[src/rtl/seq_pkg.sv]
// Shared definitions for the sequence detector / pattern generator pair.
// One pattern definition keeps both ends of the link in agreement.
package seq_pkg;

  localparam int DEF_PAT_LEN = 6;
  localparam logic [DEF_PAT_LEN-1:0] DEF_PATTERN = 6'b110101;

  typedef enum logic [1:0] {
    ST_IDLE = 2'd0,
    ST_SEND = 2'd1,
    ST_GAP  = 2'd2,
    ST_DONE = 2'd3
  } seq_state_e;

endpackage

[src/rtl/seq_bit_shifter.sv]
// Parallel-load pattern shift register, MSB first. o_msb and o_last are
// registers, so the serial line and the frame-end flag are glitch-free.
module seq_bit_shifter #(
  parameter int                 PAT_LEN = 6,
  parameter logic [PAT_LEN-1:0] PATTERN = 6'b110101
)(
  input  logic i_clk,
  input  logic i_rst_n,
  input  logic i_load,
  input  logic i_shift,
  input  logic i_clear,
  output logic o_msb,
  output logic o_last
);

  localparam int IDX_W = (PAT_LEN > 1) ? $clog2(PAT_LEN) : 1;

  logic [PAT_LEN-1:0] r_data;
  logic [IDX_W-1:0]   r_idx;
  logic               r_last;

  // clear beats load beats shift
  always_ff @(posedge i_clk or negedge i_rst_n) begin
    if (!i_rst_n) begin
      r_data <= '0;
      r_idx  <= '0;
      r_last <= 1'b0;
    end else if (i_clear) begin
      r_data <= '0;
      r_idx  <= '0;
      r_last <= 1'b0;
    end else if (i_load) begin
      r_data <= PATTERN;
      r_idx  <= IDX_W'(PAT_LEN - 1);
      r_last <= (PAT_LEN == 1);
    end else if (i_shift) begin
      r_data <= r_data << 1;
      r_idx  <= r_idx - IDX_W'(1);
      r_last <= (r_idx == IDX_W'(1));
    end
  end

  assign o_msb  = r_data[PAT_LEN-1];
  assign o_last = r_last;

endmodule

[src/rtl/seq_pattern_gen.sv]
// Serial pattern transmitter feeding the sequence detector: sends rep_cnt
// frames of PATTERN, MSB first, with gap_len zero cycles between frames.
module seq_pattern_gen
  import seq_pkg::*;
#(
  parameter int                 PAT_LEN = DEF_PAT_LEN,
  parameter logic [PAT_LEN-1:0] PATTERN = DEF_PATTERN,
  parameter int                 REP_W   = 4,
  parameter int                 GAP_W   = 4
)(
  input  logic             clk,
  input  logic             reset,
  input  logic             start,
  input  logic             abort,
  input  logic [REP_W-1:0] rep_cnt,
  input  logic [GAP_W-1:0] gap_len,
  output logic             x,
  output logic             busy,
  output logic             frame_end,
  output logic             done
);

  localparam logic [1:0] S_IDLE = ST_IDLE;
  localparam logic [1:0] S_SEND = ST_SEND;
  localparam logic [1:0] S_GAP  = ST_GAP;
  localparam logic [1:0] S_DONE = ST_DONE;

  logic [1:0]       r_state;
  logic [REP_W-1:0] r_rep;
  logic [GAP_W-1:0] r_gap_len;
  logic [GAP_W-1:0] r_gap_cnt;
  logic             r_busy;
  logic             r_done;

  logic [1:0] w_nxt_state;
  logic       w_accept;
  logic       w_load;
  logic       w_shift;
  logic       w_clear;
  logic       w_rep_dec;
  logic       w_gap_load;
  logic       w_gap_dec;
  logic       w_msb;
  logic       w_last;

  // abort is checked first in SEND/GAP so it overrides every other transition
  always_comb begin
    w_nxt_state = r_state;
    w_accept    = 1'b0;
    w_load      = 1'b0;
    w_shift     = 1'b0;
    w_clear     = 1'b0;
    w_rep_dec   = 1'b0;
    w_gap_load  = 1'b0;
    w_gap_dec   = 1'b0;
    case (r_state)
      S_IDLE: begin
        if (start) begin
          w_accept = 1'b1;
          if (rep_cnt == '0) begin
            w_nxt_state = S_DONE;
          end else begin
            w_nxt_state = S_SEND;
            w_load      = 1'b1;
          end
        end
      end
      S_SEND: begin
        if (abort) begin
          w_nxt_state = S_IDLE;
          w_clear     = 1'b1;
        end else if (!w_last) begin
          w_shift = 1'b1;
        end else begin
          w_rep_dec = 1'b1;
          if (r_rep == REP_W'(1)) begin
            w_nxt_state = S_DONE;
            w_clear     = 1'b1;
          end else if (r_gap_len == '0) begin
            w_load = 1'b1;
          end else begin
            w_nxt_state = S_GAP;
            w_clear     = 1'b1;
            w_gap_load  = 1'b1;
          end
        end
      end
      S_GAP: begin
        if (abort) begin
          w_nxt_state = S_IDLE;
        end else if (r_gap_cnt <= GAP_W'(1)) begin
          w_nxt_state = S_SEND;
          w_load      = 1'b1;
        end else begin
          w_gap_dec = 1'b1;
        end
      end
      S_DONE:  w_nxt_state = S_IDLE;
      default: w_nxt_state = S_IDLE;
    endcase
  end

  always_ff @(posedge clk or negedge reset) begin
    if (!reset) begin
      r_state   <= S_IDLE;
      r_rep     <= '0;
      r_gap_len <= '0;
      r_gap_cnt <= '0;
      r_busy    <= 1'b0;
      r_done    <= 1'b0;
    end else begin
      r_state <= w_nxt_state;
      r_busy  <= (w_nxt_state == S_SEND) || (w_nxt_state == S_GAP);
      r_done  <= (w_nxt_state == S_DONE);
      if (w_accept) begin
        r_rep     <= rep_cnt;
        r_gap_len <= gap_len;
      end else if (w_rep_dec) begin
        r_rep <= r_rep - REP_W'(1);
      end
      if (w_gap_load) begin
        r_gap_cnt <= r_gap_len;
      end else if (w_gap_dec) begin
        r_gap_cnt <= r_gap_cnt - GAP_W'(1);
      end
    end
  end

  seq_bit_shifter #(
    .PAT_LEN (PAT_LEN),
    .PATTERN (PATTERN)
  ) u_shifter (
    .i_clk   (clk),
    .i_rst_n (reset),
    .i_load  (w_load),
    .i_shift (w_shift),
    .i_clear (w_clear),
    .o_msb   (w_msb),
    .o_last  (w_last)
  );

  assign x         = w_msb;
  assign frame_end = w_last;
  assign busy      = r_busy;
  assign done      = r_done;

endmodule

[config.mk]
export PLATFORM = sky130hd
export DESIGN_NAME = seq_pattern_gen
export DESIGN_NICKNAME = d
export VERILOG_FILES = /design/src/rtl/seq_pkg.sv /design/src/rtl/seq_bit_shifter.sv /design/src/rtl/seq_pattern_gen.sv
export SDC_FILE = /design/constraint.sdc
export NUM_CORES = 1
export LEC_CHECK = 0
export ABC_AREA = 1
export CAP_MARGIN = 5
export CORE_MARGIN = 3
export CORE_UTILIZATION = 57
export CTS_BUF_LIST = sky130_fd_sc_hd__clkbuf_8
export DETAILED_ROUTE_END_ITERATION = 7
export PLACE_DENSITY = 0.93
export SYNTH_ARGS = -nofsm -noshare
export SYNTH_HDL_FRONTEND = slang
export SYNTH_SLANG_ARGS = --single-unit
export TNS_END_PERCENT = 50
[constraint.sdc]
create_clock -name clk -period 2.25 [get_ports clk]
set_clock_uncertainty 0.1 [all_clocks]
set_input_delay 0.3375 -clock clk [delete_from_list [all_inputs] [get_ports clk]]
set_output_delay 0.3375 -clock clk [all_outputs]
set_load 0.05 [all_outputs]
==> flow_metrics.tcl, run 1 <==
set metrics [dict create \
    hold_viol 0 \
    hpwlAfterDp_microns 2100 \
    crit_required_ns 1.81 \
    avgSynthCellArea_sq_um 8.42 \
    start_util 0.616 \
    synth_seq_cells 26 \
    syn-num-nets 184 \
    area_growth_pct 16.0 \
    grt_overflow 0 \
    io_buffers 15 \
    rsz0062_at_grt "false" \
    setup_tns_ns 0 \
    ff2ff_path_depth 10 \
    seq_area_frac_synth 0.468 \
    numCtsBuffers 3 \
    synthAdderAreaFrac 0.0631 \
    cts_tree "yes" \
    crit_chain "clkdlybuf4s50_1" \
    timing.rr.end "u_shifter.r_idx[2]" \
    core_area_sq_um 2250 \
    synthArstFlopShare 1.00 \
    worst_slew_pin_slew_ns 0.491 \
    maxSlewViolCount 0 \
    slowest_delay_ns 0.83 \
    ys_warn_count 0 \
    cts.root.buffer_cell "clkbuf_8" \
    routed_wl_microns 2760 \
    yosys.area_share.simple 0.279 \
    syn_inst 165 \
    synth_flop_cell "dfrtp_1" \
    drtAntennaViolNets 0 \
    drv_cap 0 \
    antenna_found_initial 0 \
    fp.dieH_microns 55.4 \
    max_slew_margin 0.672 \
    period_share 0.868 \
    power.density_nw_per_um2 1270 \
    synth-compound-area-share 0.0838 \
    routed-via-count 1147 \
    status "finished clean" \
    crit_cells 1 \
    ir_drop_v 0.000790 \
    grt_pass1_wl_microns 4810 \
    num_rows 17 \
    clock_latency_ns 0.26 \
    r2r_setup_slack_ns 0.45 \
    holdBufCountCts 0 \
    grt_start_max_net_pins 27 \
    synth_edf_count 0 \
    cts_setup_buffers 0 \
    timing.fmax_ghz 0.512 \
    h-tree-depth 1 \
    synth_area_sq_um 1390 \
    ctsResizeCount 0 \
    synth_top_family_by_area "simple AND/OR/NAND/NOR gates" \
    setup_viol 0 \
    start_kind "flop" \
    drt_first_pass_iters 4 \
    crit_path_end "frame_end" \
    timing.rr.start "r_gap_cnt[0]" \
    clk_pin_slew_ns 0.08 \
    yosys.area_share.xor_xnor 0.0378 \
    grt_pass1_vias 1091 \
    clock_path_buffers 2 \
    placed_area_sq_um 1570 \
    startpoint "u_shifter.o_last" \
    fin_area_sq_um 1610 \
    place_congestion 0.827 \
    synthMuxAreaShare 0 \
    crit_path_end_kind "output port" \
    fillers 170 \
    viasPerCell 5.44 \
    slowest_stage "clkdlybuf4s50_1" \
    synthDistinctLibCells 24 \
    dieArea_sq_um 3060 \
    critPathTopFamily "buffers and inverters" \
    drt_iter0_drc 52 \
    critPathKind "flop to output port" \
    drive_gt1_frac 0.120 \
    hold_class "input port to asynchronous set/reset pin" \
    routedWlPerCell_microns 13.1 \
    nNetsFinal 204 \
    antenna_cells 0 \
    grt_util_all_layers 0.197 \
    io_pins 16 \
    drc 0 \
    cts_sinks 26 \
    final.min_clock_period_ns 1.95 \
    p_leak_nw 0.798 \
    arrival_ns 1.51 \
    cp_max_fo 5 \
    critPathBufInv 1 \
    die_w_microns 55.4 \
]
==> cell usage in the layout, fill, tap and decap left out, types with 5 or more instances in the layout <==
cell and n:
nand2_1 45, inv_1 18, nand2_2 8, nand4_1 5, dfrtp_1 26, clkdlybuf4s50_1 15, a21oi_1 11, nand3_1 7
nor2_1 10, ha_1 7
==> registers in the layout (all words and copies together) (netlist names) <==
| signal | flops |
|---|---|
| u_shifter.r_data | 6 |
| r_gap_cnt | 4 |
| r_gap_len | 4 |
| r_rep | 4 |
| u_shifter.r_idx | 3 |
| r_state | 2 |
| busy | 1 |
| done | 1 |
| u_shifter.o_last | 1 |
==> cell usage after synthesis (all sizes together), types with 2 or more instances <==
cell | count | area, sq um
dfrtp | 26 | 651
nand2 | 53 | 219
xnor2 | 2 | 17.5
nand3 | 7 | 35.0
nand4 | 5 | 31.3
a21oi | 11 | 55.1
o21ai | 4 | 23.8
ha | 7 | 87.6
o211ai | 3 | 22.5
inv | 22 | 82.6
xor2 | 4 | 35.0
nor2 | 15 | 83.8
==> metrics by stage <==
stage / setup WS [ns] / instances / hold slack [ns] / total power [mW] / util
after floorplan: 0.661 / 165 / -0.0581 / 1.54 / -
after global placement: 0.335 / 208 / 0.381 / 1.73 / 0.696
after detailed placement: 0.266 / 208 / 0.389 / 1.79 / 0.696
after CTS: 0.283 / 211 / 0.343 / 2.05 / 0.715
after global routing: 0.250 / 211 / 0.360 / 2.23 / 0.715
final: 0.298 / 211 / 0.330 / 2.05 / 0.715
==> metal layers <==
layer | routed length (microns) | GRT usage | up-vias
met2 | 1330 | 0.329 | 39
met5 | 0 | 0 | -
met1 | 1260 | 0.261 | 538
met3 | 117 | 0.0234 | 8
met4 | 54 | 0.0729 | 0
li1 | - | - | 562
==> logic make-up after synthesis <==
logic type / Yosys count
AND/OR/NAND/NOR: 83
AO/OA/AOI/OAI: 20
adder cells (fa/ha/maj): 7
flip-flops: 26
buffers and inverters: 23
XOR/XNOR: 6
==> cell type report <==
type | instances | area (sq um) | area share
clock buffers | 3 | 41.3 | 0.0256
well taps | 28 | 35.0 | 0.0217
flip-flops and latches | 26 | 651 | 0.404
multi-input cells | 116 | 644 | 0.400
inverters | 22 | 82.6 | 0.0512
repair buffers | 16 | 158 | 0.0978
==> how the worst min path moves through the flow <==
stage                     slack [ns]  cells after the start           end          from
after detailed placement        0.39                      2  r_gap_len[3]  r_gap_len[3]
after global placement          0.38                      2  r_gap_cnt[3]  r_gap_cnt[3]
after CTS                       0.34                      2  r_gap_cnt[1]         reset
final                           0.33                      2  r_gap_cnt[1]         reset
after global routing            0.36                      2    r_state[1]         reset
after floorplan                -0.06                      0          busy         reset
==> power breakdown <==
part / total [mW] / switching [mW] / internal, mW
Clock: 0.252 / 0.132 / 0.120
Combinational: 0.974 / 0.619 / 0.356
Sequential: 0.827 / 0.155 / 0.672
Note: power is estimated with default switching activity, not from simulation.
==> run 2: changes to the inputs <==
- CORE_MARGIN: 3 -> unset
- SLEW_MARGIN: unset -> 20
==> run 2 against run 1 <==
Setup slack got worse by 0.020 ns; largest cell class unchanged; final area unchanged; critical path depth unchanged; global-route usage increased by 5.9 points; cell count unchanged.
==> flow_metrics.tcl, run 2 (synthesis results as in run 1) <==
set metrics [dict create \
    status "finished clean" \
    grt_pass1_vias 1178 \
    core_area_sq_um 2250 \
    final.min_clock_period_ns 1.97 \
    io_pins 16 \
    crit_path_end_kind "output port" \
    timing.fmax_ghz 0.507 \
    drc 0 \
    post-route-worst-setup-slack_ns 0.278 \
    routed_wl_microns 2820 \
    rsz0062_at_grt "false" \
    holdBufCountCts 0 \
    p_sw_mw 0.919 \
    drv_cap 0 \
    startpoint "u_shifter.o_last" \
    largest-register "u_shifter.r_data" \
    fp.dieH_microns 51.4 \
    power.internal_mw 1.15 \
    period_share 0.876 \
    place_congestion 0.922 \
    p_sw_frac 0.445 \
    cts.root.buffer_cell "clkbuf_8" \
    ir_drop_v 0.000726 \
    comb_power_share 0.466 \
    drt_first_pass_iters 4 \
    clkPwrFrac 0.126 \
    cts_setup_buffers 0 \
    dieArea_sq_um 2640 \
    num_rows 17 \
    maxSlewViolCount 0 \
    hpwlAfterDp_microns 1970 \
    critPathBufInv 1 \
    clock_path_buffers 2 \
    clk_pin_slew_ns 0.09 \
    routed-via-count 1169 \
    setup_viol 0 \
    routedWlPerCell_microns 13.4 \
    setup_tns_ns 0 \
    cts_sinks 26 \
    grt_util_all_layers 0.256 \
    start_util 0.616 \
    h-tree-depth 1 \
    power_frac_seq 0.409 \
    die_w_microns 51.4 \
    critPathKind "flop to output port" \
    grt_overflow 0 \
    hold_viol 0 \
    numCtsBuffers 3 \
    crit_chain "clkdlybuf4s50_1" \
    cts_tree "yes" \
    pre_cts_slack_ns 0.291 \
    cp_max_fo 5 \
    mostFrequentLayoutCell "nand2_1" \
    worst_slew_pin_slew_ns 0.493 \
    slowest_delay_ns 0.83 \
    io_buffers 15 \
    final_cell_mix "nand2_1 (45), dfrtp_1 (26), inv_1 (18)" \
    max_slew_margin 0.670 \
    antenna_cells 0 \
    ctsResizeCount 0 \
    grt_start_max_net_pins 27 \
    viasPerCell 5.54 \
    start_kind "flop" \
    drt_iter0_drc 47 \
    slowest_stage "clkdlybuf4s50_1" \
    grt_pass1_wl_microns 5000 \
    drive_gt1_frac 0.120 \
    p_leak_nw 0.798 \
    drtAntennaViolNets 0 \
    crit_required_ns 1.81 \
    power.density_nw_per_um2 1280 \
    hold_class "input port to asynchronous set/reset pin" \
    nNetsFinal 204 \
    antenna_found_initial 0 \
    largest_reg_flops 6 \
    critPathTopFamily "buffers and inverters" \
    arrival_ns 1.53 \
    area_growth_pct 16.0 \
    timing.rr.start "r_gap_cnt[0]" \
    clock_latency_ns 0.27 \
]
## run 2: cell counts in the layout (fill, tap and decap cells not counted)
No cell type changed its count.
## run 2: power groups by stage
stage          clock network [mW]  registers [mW]  logic, mW
2_1_floorplan                   0           0.889      0.652
3_3_place_gp                    0           0.827      0.904
3_5_place_dp                    0           0.837      0.946
4_1_cts                     0.259           0.838      0.963
5_1_grt                     0.272           0.867       1.10
6_report                    0.259           0.844      0.961
## run 2: worst paths after layout
path	cells after the start	slack, ns	endpoint
setup / recovery	1	0.28	frame_end
hold / removal	2	0.32	r_gap_cnt[1]
setup reg to reg	6	0.44	busy
hold reg to reg	2	0.43	r_gap_len[0]
max in group asynchronous	2	1.48	u_shifter.r_idx[1]
min in group clk	2	0.43	r_gap_len[0]
## run 2: final cells by class
class	instances	area (sq um)
Sequential cell	26	651
Multi-Input combinational cell	116	644
Fill cell	174	643
Timing Repair Buffer	16	158
Inverter	22	82.6
Clock buffer	3	41.3
Tap cell	28	35.0
## run 2: worst register-to-register path: stages (launching register included)
cell	delay [ns]
dfrtp_1	0.41
inv_1	0.09
ha_1	0.19
nor2_1	0.08
o21ai_2	0.27
o221ai_1	0.23
ha_1	0.34
## run 2: through the flow
| stage | utilization | cells | total power [mW] | hold WS (ns) | cell area, sq um |
|---|---|---|---|---|---|
| after floorplan | - | 165 | 1.54 | -0.0581 | 1390 |
| after global placement | 0.696 | 208 | 1.73 | 0.380 | 1570 |
| after detailed placement | 0.696 | 208 | 1.78 | 0.384 | 1570 |
| after CTS | 0.715 | 211 | 2.06 | 0.336 | 1610 |
| after global routing | 0.715 | 211 | 2.24 | 0.379 | 1610 |
| final | 0.715 | 211 | 2.06 | 0.320 | 1610 |
## run 2: routing by layer
metal	vias up	GRT usage	wire, microns
met4	0	0.113	38
met2	38	0.433	1420
met3	5	0.0238	100
met5	-	0	0
li1	563	-	-
met1	563	0.330	1260
